[src/rtl/microcode_sequencer.sv]
// microcode_sequencer: buffers 9-bit instructions and issues their three fields as zero-extended 4-bit micro-ops.
// Optional SEQ_SKIP_ZERO_EN: zero-valued fields are not issued; an all-zero word retires with no micro-ops.
module microcode_sequencer #(
  parameter int FIFO_DEPTH = 2,
  parameter int LVL_W      = 2
) (
  input  logic             clk,
  input  logic             reset,
  input  logic             instr_valid,
  input  logic [8:0]       instr,
  output logic             instr_ready,
  output logic             uop_valid,
  input  logic             uop_ready,
  output logic [3:0]       uop_data,
  output logic [1:0]       uop_phase,
  output logic             done,
  output logic [LVL_W-1:0] fifo_level
);
  localparam int PW = $clog2(FIFO_DEPTH);
`ifdef SEQ_SKIP_ZERO_EN
  localparam bit SKIP = 1'b1;
`else
  localparam bit SKIP = 1'b0;
`endif
  typedef enum logic [1:0] {IDLE, F1, F2, F3} st_t;
  st_t              st_q, st_d, head_st, adv_st;
  logic [8:0]       mem_q [FIFO_DEPTH];
  logic [PW-1:0]    wr_q, rd_q;
  logic [LVL_W-1:0] cnt_q;
  logic [8:0]       act_q, act_d, head;
  logic             done_q, done_d, push, pop, xfer;
  // First field at index >= k that must be issued; IDLE means the word retires.
  function automatic st_t first_issue(input logic [8:0] w, input logic [1:0] k);
    if (k <= 2'd1 && (!SKIP || w[8:5] != 4'd0)) return F1;
    if (k <= 2'd2 && (!SKIP || w[4:2] != 3'd0)) return F2;
    if (!SKIP || w[1:0] != 2'd0) return F3;
    return IDLE;
  endfunction
  assign head        = mem_q[rd_q];
  assign instr_ready = cnt_q != LVL_W'(FIFO_DEPTH);
  assign push        = instr_valid && instr_ready;
  assign uop_valid   = st_q != IDLE;
  assign xfer        = uop_valid && uop_ready;
  assign head_st     = first_issue(head, 2'd1);
  assign adv_st      = st_q == F1 ? first_issue(act_q, 2'd2) : st_q == F2 ? first_issue(act_q, 2'd3) : IDLE;
  assign uop_phase   = st_q == F2 ? 2'd1 : st_q == F3 ? 2'd2 : 2'd0;
  assign uop_data    = st_q == F1 ? act_q[8:5] : st_q == F2 ? {1'b0, act_q[4:2]} :
                       st_q == F3 ? {2'b0, act_q[1:0]} : 4'd0;
  assign done        = done_q;
  assign fifo_level  = cnt_q;
  always_comb begin
    st_d   = st_q;
    act_d  = act_q;
    done_d = 1'b0;
    pop    = 1'b0;
    if (st_q == IDLE) begin
      if (cnt_q != '0) begin
        pop    = 1'b1;
        act_d  = head;
        st_d   = head_st;
        done_d = head_st == IDLE;
      end
    end else if (xfer) begin
      st_d = adv_st;
      if (adv_st == IDLE) begin
        done_d = 1'b1;
        // An all-zero head waits for IDLE so its own done pulse stays separate.
        if (cnt_q != '0 && head_st != IDLE) begin
          pop   = 1'b1;
          act_d = head;
          st_d  = head_st;
        end
      end
    end
  end
  always_ff @(posedge clk or negedge reset) begin
    if (!reset) begin
      st_q   <= IDLE;
      act_q  <= '0;
      done_q <= 1'b0;
      wr_q   <= '0;
      rd_q   <= '0;
      cnt_q  <= '0;
    end else begin
      st_q   <= st_d;
      act_q  <= act_d;
      done_q <= done_d;
      wr_q   <= wr_q + PW'(push);
      rd_q   <= rd_q + PW'(pop);
      cnt_q  <= cnt_q + LVL_W'(push) - LVL_W'(pop);
    end
  end
  always_ff @(posedge clk) begin
    if (push) mem_q[wr_q] <= instr;
  end
endmodule

[config.mk]
export PLATFORM = sky130hd
export DESIGN_NAME = microcode_sequencer
export DESIGN_NICKNAME = d
export VERILOG_FILES = /design/src/rtl/microcode_sequencer.sv
export SDC_FILE = /design/constraint.sdc
export NUM_CORES = 1
export LEC_CHECK = 0
export ABC_AREA = 1
export CAP_MARGIN = 20
export CORE_MARGIN = 4
export CORE_UTILIZATION = 50
export DETAILED_ROUTE_END_ITERATION = 6
export GPL_TIMING_DRIVEN = 0
export PLACE_DENSITY_LB_ADDON = 0.08
export SLEW_MARGIN = 20
export SYNTH_ARGS = -nofsm -noshare
export SYNTH_HDL_FRONTEND = slang
export SYNTH_SLANG_ARGS = --single-unit
[constraint.sdc]
create_clock -name clk -period 3.11 [get_ports clk]
set_clock_uncertainty 0.1 [all_clocks]
set_input_delay 0.622 -clock clk [delete_from_list [all_inputs] [get_ports clk]]
set_output_delay 0.622 -clock clk [all_outputs]
set_load 0.01 [all_outputs]
Word level (Yosys, flattened, before mapping)
Memories as Yosys holds them, arrays and structs flattened.
Cells that the tools add are included.
- RAM bits: 18
- memories: 1
- input bits: 13
- output and inout bits: 11
- word-level logic and storage cells: 51
- flip-flop bits (word level): 16
- reductions and logical operators: 10
- equality and inequality tests: 5
- add/subtract/negate cells: 4
- mux-type cells: 25
- memory list (name ; words ; bits a word ; read ports ; clocked after Yosys merged registers in ; write ports ; line ; source):
    mem_q ; 2 ; 9 ; 1 ; 0 ; 1 ; 27 ; logic [8:0] mem_q [FIFO_DEPTH];
- operators by type and width (operator ; number):
    9-bit two-way mux ; 4
    2-bit two-way mux ; 10
    1-bit two-way mux ; 9
    2-bit nonzero test ; 4
    2-bit equality test (second input constant) ; 2
    2-bit zero test ; 2
    4-bit two-way mux ; 1
    2-bit AND reduction ; 2
    3-bit two-way mux ; 1
    1-bit adder ; 2
    2-bit by 1-bit adder with 2-bit output ; 1
    2-bit by 1-bit equality test with 1-bit output (second input constant) ; 1
    1-bit logical AND ; 2
    2-bit by 1-bit != test with 1-bit output (second input constant) ; 1
    2-bit != test (second input constant) ; 1
    2-bit by 1-bit subtractor with 2-bit output ; 1

Depth between registers and ports, before layout
Gate-level depths: netlist of run 1.
- depth in word-level cells: 8
- gate-level depth with buffers: 10
- mapped depth without buffers: 10

Least setup slack after synthesis of run 1
No wires, ideal clock.
- kind: reg2reg
- from: register st_q[0]
- to: register cnt_q[1] (netlist: fifo_level[1])
- buffers on the path: 0
- arrival time: 1.743 ns
- cell stages (with the launch flop): 11
- data required time: 2.881 ns
- period minus slack after synthesis: 1.972 ns
- setup time: 0.129 ns
- path slack: 1.138 ns
- path through: dfrtp_1 -> inv_1 -> ha_1 -> inv_1 -> nand3_1 -> nand2_1 -> ha_1 -> inv_1 -> ha_1 -> xnor2_1 -> xor2_1
- cells in the longest elaborated chain, start to end: 8
- elaborated cells on any way between the ends: 12
- those cells by class: add/sub: 1; eq/ne: 2; mux: 5; reduce/logical: 4
- ends and longest elaborated chain (item ; line ; source):
    start, declared ; 26 ; st_t st_q, st_d, head_st, adv_st;
    start signal, assigned ; 85 ; st_q <= st_d;
    2-bit equality test ; 45 ; assign adv_st = st_q == F1 ? first_issue(act_q, 2'd2) : st_q == F2 ? first_issue(act_q, 2'd3) : IDLE;
    2-bit two-way mux (2 in a row) ; 45 ;
    2-bit zero test ; 65 ; if (adv_st == IDLE) begin
    1-bit two-way mux ; 65 ;
    1-bit two-way mux ; 63 ; end else if (xfer) begin
    1-bit two-way mux * ; 56 ; if (st_q == IDLE) begin
    2-bit by 1-bit subtractor with 2-bit output * ; 90 ; cnt_q <= cnt_q + LVL_W'(push) - LVL_W'(pop);
    end signal, assigned ; 90 ;
    end, declared ; 29 ; logic [LVL_W-1:0] cnt_q;
Every way passes the cells marked *; elsewhere a longest branch is shown, timed or not.
A chain may end at the register's enable or synchronous reset.

Final worst setup path of run 1
- from: register st_q[0]
- to: output uop_data[0]
- cells in the longest elaborated chain, start to end: 4
- elaborated cells on any way between the ends: 6
- those cells by class: eq/ne: 3; mux: 3
- ends and longest elaborated chain (item ; line ; source):
    2-bit equality test ; 48 ; st_q == F3 ? {2'b0, act_q[1:0]} : 4'd0;
    2-bit two-way mux ; 48 ;
    3-bit two-way mux ; 47 ; assign uop_data = st_q == F1 ? act_q[8:5] : st_q == F2 ? {1'b0, act_q[4:2]} :
    4-bit two-way mux * ; 47 ;
    end, declared ; 14 ; output logic [3:0] uop_data,
Marks and branches as above.

==> flow_summary.ini, run 1 <==
[worst_setup_path]
cp-start-kind = flip-flop
crit_path_top_delay_cell = clkdlybuf4s50_1
path_buf_inv = 3
r2r_start = st_q[0]$_DFFE_PN0P_
worst_path_largest_cell_delay_ns = 0.55
cp.required_ns = 2.39
crit_path_frequent_cell = inv_1
cp_top_family = buffers and inverters
path_cells = inv_1 -> ha_1 -> inv_1 -> nand3_1 -> a21oi_1 -> clkdlybuf4s50_1
cp-end-kind = output port
cp.arrival_ns = 1.98
critPathMaxFanout = 5
reg2regPathDepth = 10
r2r-end = fifo_level[1]$_DFF_PN0_
ff2ff_setup_slack_ns = 0.96
critical_path_class = reg2out

[worst_hold_path]
min_to = act_q[7]$_DFFE_PN0P_
min_from = act_q[7]$_DFFE_PN0P_
hold_class = reg2reg
hold_depth = 2

[yosys]
ys_types = 19
yosysSeqAreaShare = 0.612
syn-cell-area_sq_um = 1540
synthAdderAreaFrac = 0.0733
synth_edf_count = 18
synth_compound_area_frac = 0.0195
synth_area_leaders = edfxtp_1, dfrtp_1, nand2_1
synth_top_area_cell = edfxtp_1
synth.most_common_cell = nand2_1
synth_top_family_by_area = simple AND/OR/NAND/NOR gates
synth_seq_cells = 34
ys_warn_count = 0
ys.flop_type = edfxtp_1
netlist_instances = 150
synth_top_area_frac = 0.352
synth.net_count = 172
synthMuxAreaShare = 0
synth_xor_area_frac = 0.0114
avgSynthCellArea_sq_um = 10.2
synthSimpleGateAreaFrac = 0.231
async_reset_ff_frac = 0.471
synth_commonest_cells = nand2_1, edfxtp_1, dfrtp_1

[sta]
drv_slew = 0
period_needed_ns = 2.71
slew_headroom = 0.518
finalCritPeriodShare = 0.870
hold_viol = 0
timing.setup.tns_ns = 0
tightest_slew_ns = 0.721
rsz0062_at_grt = no
setup_viol_count_final = 0
fmax_ghz = 0.370

[clocking]
cts_hold_buf = 0
clk_pin_slew_worst_paths_ns = 0.10
ctsResizeCount = 0
insertion_delay_ns = 0.32
htreeDepth = 2
cts_tree = done
post-cts-setup-buffers = 0
clock_path_buffers = 2
cts_made_buffers = 5
cts.sinks = 34
clockRootBuffer = clkbuf_4

[floorplan]
die_area_sq_um = 4020
rows = 19
ios = 24
core_sq_um = 2850
die_h_microns = 63.4
dieWidth_microns = 63.4
initial_utilization = 0.539

[pwr]
ir_drop_v = 0.000585
p_leak_nw = 0.903
cellPowerDensity_nw_per_um2 = 1100
p_total_mw = 2.09

[global_route]
grt_pass1_wl_mm = 4.41
track_usage = 0.139
grt_overflow_total = 0
grt_pass1_vias = 1047
grt_max_degree = 17
grt_antenna_before_repair = 0

[route]
drt-vias-per-instance = 4.89
dr_wl_met2_mm = 1.17
drtPass1Iterations = 4
vias = 1037
dr.max_layer_used = met4
drt_iter0_drc = 43
wl_met3_microns = 113
wl_per_cell_microns = 11.3
wl_mm = 2.39
ant_nets = 0
drt-met1-wl_mm = 1.09
drcViolationCount = 0

[cells_and_area]
fin_nets = 202
num_antenna_cells = 0
drive_above_1_share = 0.0829
multi_input_area_sq_um = 515
seq_area_sq_um = 941
area_growth_syn_to_layout_pct = 24.4
n_fill_cell = 238

[job]
maxCapViolCount = 0

[placement]
dpl.hpwl_mm = 1.80
io_buffers = 23
gp_congestion = 0.745

[status]
status = finished clean
[report_power, final]
group	switching, mW	internal (mW)
sequential	0.0815	0.650
clock	0.147	0.251
combinational	0.539	0.425
total	0.767	1.33
[registers in the layout, indices dropped and copies added, names as in the netlist]
register / flops
mem_q: 18
act_q: 9
fifo_level: 2
st_q: 2
done: 1
rd_q: 1
wr_q: 1
[stage by stage]
step / utilization / instances / instance area (sq um) / worst slack [ns] / hold WS, ns
final: 0.670 / 212 / 1910 / 0.405 / 0.381
after global routing: 0.670 / 212 / 1910 / 0.247 / 0.419
after CTS: 0.670 / 212 / 1910 / 0.375 / 0.387
after detailed placement: 0.633 / 204 / 1810 / 0.749 / 0.361
after global placement: 0.633 / 204 / 1810 / 0.762 / 0.357
after floorplan: - / 150 / 1540 / 1.14 / 0.226
[worst min-delay path: cells and delay by family, from the launching register on]
| kind | cells | cell delay [ns] |
|---|---|---|
| and+or+nand+nor | 2 | 0.09 |
| DFF | 1 | 0.36 |
[placed cells by master (no fill, tap or decap), types with 2 or more instances in the layout]
master | synthesis | final
a21oi_1 | 4 | 4
buf_6 | 2 | 2
bufinv_16 | 0 | 2
clkbuf_4 | 0 | 5
clkdlybuf4s50_1 | 0 | 23
dfrtp_1 | 16 | 16
edfxtp_1 | 18 | 18
ha_1 | 9 | 9
inv_1 | 12 | 12
nand2_1 | 60 | 60
nand3_1 | 15 | 15
nor2_1 | 3 | 3
o21ai_1 | 2 | 2
[area by class of cell]
cell class                      instances  area share
Clock buffer                            5      0.0196
Timing Repair Buffer                   23       0.120
Multi-Input combinational cell         99       0.270
Clock inverter                          3      0.0360
Tap cell                               31      0.0203
Inverter                               14      0.0275
Buffer                                  3      0.0144
Sequential cell                        34       0.492
[worst max-delay path by stage]
stage                         endpoint                start  depth (start not counted)
5_1_grt                    uop_data[1]  st_q[0]$_DFFE_PN0P_                          6
6_report                   uop_data[0]  st_q[0]$_DFFE_PN0P_                          6
2_1_floorplan  fifo_level[1]$_DFF_PN0_  st_q[0]$_DFFE_PN0P_                         10
3_5_place_dp               uop_data[0]  st_q[0]$_DFFE_PN0P_                          6
4_1_cts                    uop_data[0]  st_q[0]$_DFFE_PN0P_                          6
3_3_place_gp               uop_data[0]  st_q[0]$_DFFE_PN0P_                          6
[cell families after synthesis]
group           Yosys count
compound gates            6
xor+xnor                  2
fa+ha+maj                 9
buf+inv                  17
flops                    34
simple gates             82
[per-layer routing]
| layer | track usage | vias up |
|---|---|---|
| li1 | - | 543 |
| met1 | 0.166 | 472 |
| met2 | 0.232 | 20 |
| met3 | 0.0551 | 2 |
| met4 | 0.0404 | 0 |
| met5 | 0 | - |
Power figures use the tool's default switching activity.
==> run 2, diff against run 1 <==
--- a/config.mk
+++ b/config.mk
@@ -11,7 +11,7 @@
 export CORE_UTILIZATION = 50
 export DETAILED_ROUTE_END_ITERATION = 6
 export GPL_TIMING_DRIVEN = 0
-export PLACE_DENSITY_LB_ADDON = 0.08
+export PLACE_DENSITY = 0.82
 export SLEW_MARGIN = 20
 export SYNTH_ARGS = -nofsm -noshare
 export SYNTH_HDL_FRONTEND = slang
==> run 2 against run 1 <==
- sequential share of layout area unchanged
- clock power up 2%
- critical path type unchanged
- register-to-register slack barely moved
- worst hold slack better by 0.0091 ns
- die area did not move
- final area is the same
- core utilization did not move
- critical path depth is the same
- sequential power grew 0.5%
- routed wire length increased by 9.5%
==> flow_summary.ini, run 2 (synthesis gave the netlist of run 1 again) <==
[status]
status = finished clean

[worst_setup_path]
cp.arrival_ns = 2.02
cp-start-kind = flip-flop
r2r_start = st_q[0]$_DFFE_PN0P_
cp.required_ns = 2.39
critical_path_class = reg2out
cp-end-kind = output port
crit_start = st_q[0]$_DFFE_PN0P_
critPathMaxFanout = 5

[cells_and_area]
final_cells = 212
mostFrequentLayoutCell = nand2_1
mostFrequentLayoutCells = nand2_1, clkdlybuf4s50_1, edfxtp_1
num_antenna_cells = 0
top_register = mem_q
final_area_sq_um = 1910
fin_nets = 202
largestRegisters = mem_q: 18 flops, act_q: 9 flops
area_growth_syn_to_layout_pct = 24.4
largest_reg_flops = 18
drive_above_1_share = 0.0829

[route]
dr.max_layer_used = met4
dr_wl_met2_mm = 1.31
ant_nets = 0
drtPass1Iterations = 4
wl_per_cell_microns = 12.3
drt-vias-per-instance = 4.97
drt_iter0_drc = 42
drt-met1-wl_mm = 1.12
drcViolationCount = 0
wl_mm = 2.62
vias = 1054
wl_met3_microns = 134

[clocking]
cts_tree = done
cts_hold_buf = 0
clock_path_buffers = 2
cts_made_buffers = 5
clockRootBuffer = clkbuf_4
insertion_delay_ns = 0.34
htreeDepth = 2
cts.sinks = 34
clk_pin_slew_worst_paths_ns = 0.11
ctsResizeCount = 0
post-cts-setup-buffers = 0

[floorplan]
dieWidth_microns = 63.4
rows = 19
die_area_sq_um = 4020
core_sq_um = 2850
ios = 24
initial_utilization = 0.539
die_h_microns = 63.4

[sta]
tightest_slew_ns = 0.728
setup_viol_count_final = 0
finalCritPeriodShare = 0.883
drv_slew = 0
fmax_ghz = 0.364
rsz0062_at_grt = no
worst_hold_slack_ns = 0.390
period_needed_ns = 2.75
timing.setup.tns_ns = 0
hold_viol = 0
slew_headroom = 0.513

[placement]
io_buffers = 23
placed_cells = 204
dpl.hpwl_mm = 1.89
placed_cell_area_sq_um = 1810
gp_congestion = 0.762

[global_route]
grt_max_degree = 17
grt_pass1_vias = 1021
track_usage = 0.147
grt_overflow_total = 0
grt_antenna_before_repair = 0
grt_pass1_wl_mm = 4.47

[pwr]
cellPowerDensity_nw_per_um2 = 1110
ir_drop_v = 0.000628
p_leak_nw = 0.903

[worst_hold_path]
hold_class = reg2reg
min_from = act_q[2]$_DFFE_PN0P_

[job]
maxCapViolCount = 0
[run 2: area by class of cell]
type,count,area (sq um)
Tap cell,31,38.8
Clock inverter,3,68.8
Buffer,3,27.5
Fill cell,231,941
Inverter,14,52.6
Clock buffer,5,37.5
Multi-Input combinational cell,99,515
Timing Repair Buffer,23,230
Sequential cell,34,941
[run 2: worst max-delay path: stages (launching register included)]
cell and delay (ns):
dfrtp_1 0.44, inv_1 0.09, ha_1 0.26, inv_1 0.11
nand3_1 0.08, a21oi_1 0.16, clkdlybuf4s50_1 0.55
[run 2: path summary, 6_finish.rpt]
| kind | end | slack (ns) | depth (start not counted) |
|---|---|---|---|
| worst max-delay path | uop_data[1] | 0.36 | 6 |
| worst min-delay path | act_q[2]$_DFFE_PN0P_ | 0.39 | 2 |
| worst max register to register | fifo_level[1]$_DFF_PN0_ | 0.96 | 10 |
| worst min register to register | act_q[2]$_DFFE_PN0P_ | 0.39 | 2 |
| max in group asynchronous | fifo_level[0]$_DFF_PN0_ | 1.84 | 1 |
| min in group asynchronous | rd_q$_DFF_PN0_ | 0.60 | 1 |
[run 2: report_power, final]
group	leakage [nW]	internal [mW]	switching, mW
sequential	0.363	0.650	0.0860
clock	0.0554	0.251	0.153
combinational	0.485	0.426	0.560
total	0.903	1.33	0.799
[run 2: layer usage]
layer / vias to the layer above / track usage
met2: 24 / 0.249
met3: 6 / 0.0515
li1: 544 / -
met5: - / 0
met4: 0 / 0.0674
met1: 480 / 0.164
[run 2: stage by stage]
step / setup WS [ns] / power, mW / util
floorplan: 1.14 / 1.40 / -
global placement: 0.785 / 1.68 / 0.633
detailed placement: 0.737 / 1.74 / 0.633
CTS: 0.329 / 2.15 / 0.670
global route: 0.226 / 2.31 / 0.670
finish: 0.364 / 2.13 / 0.670
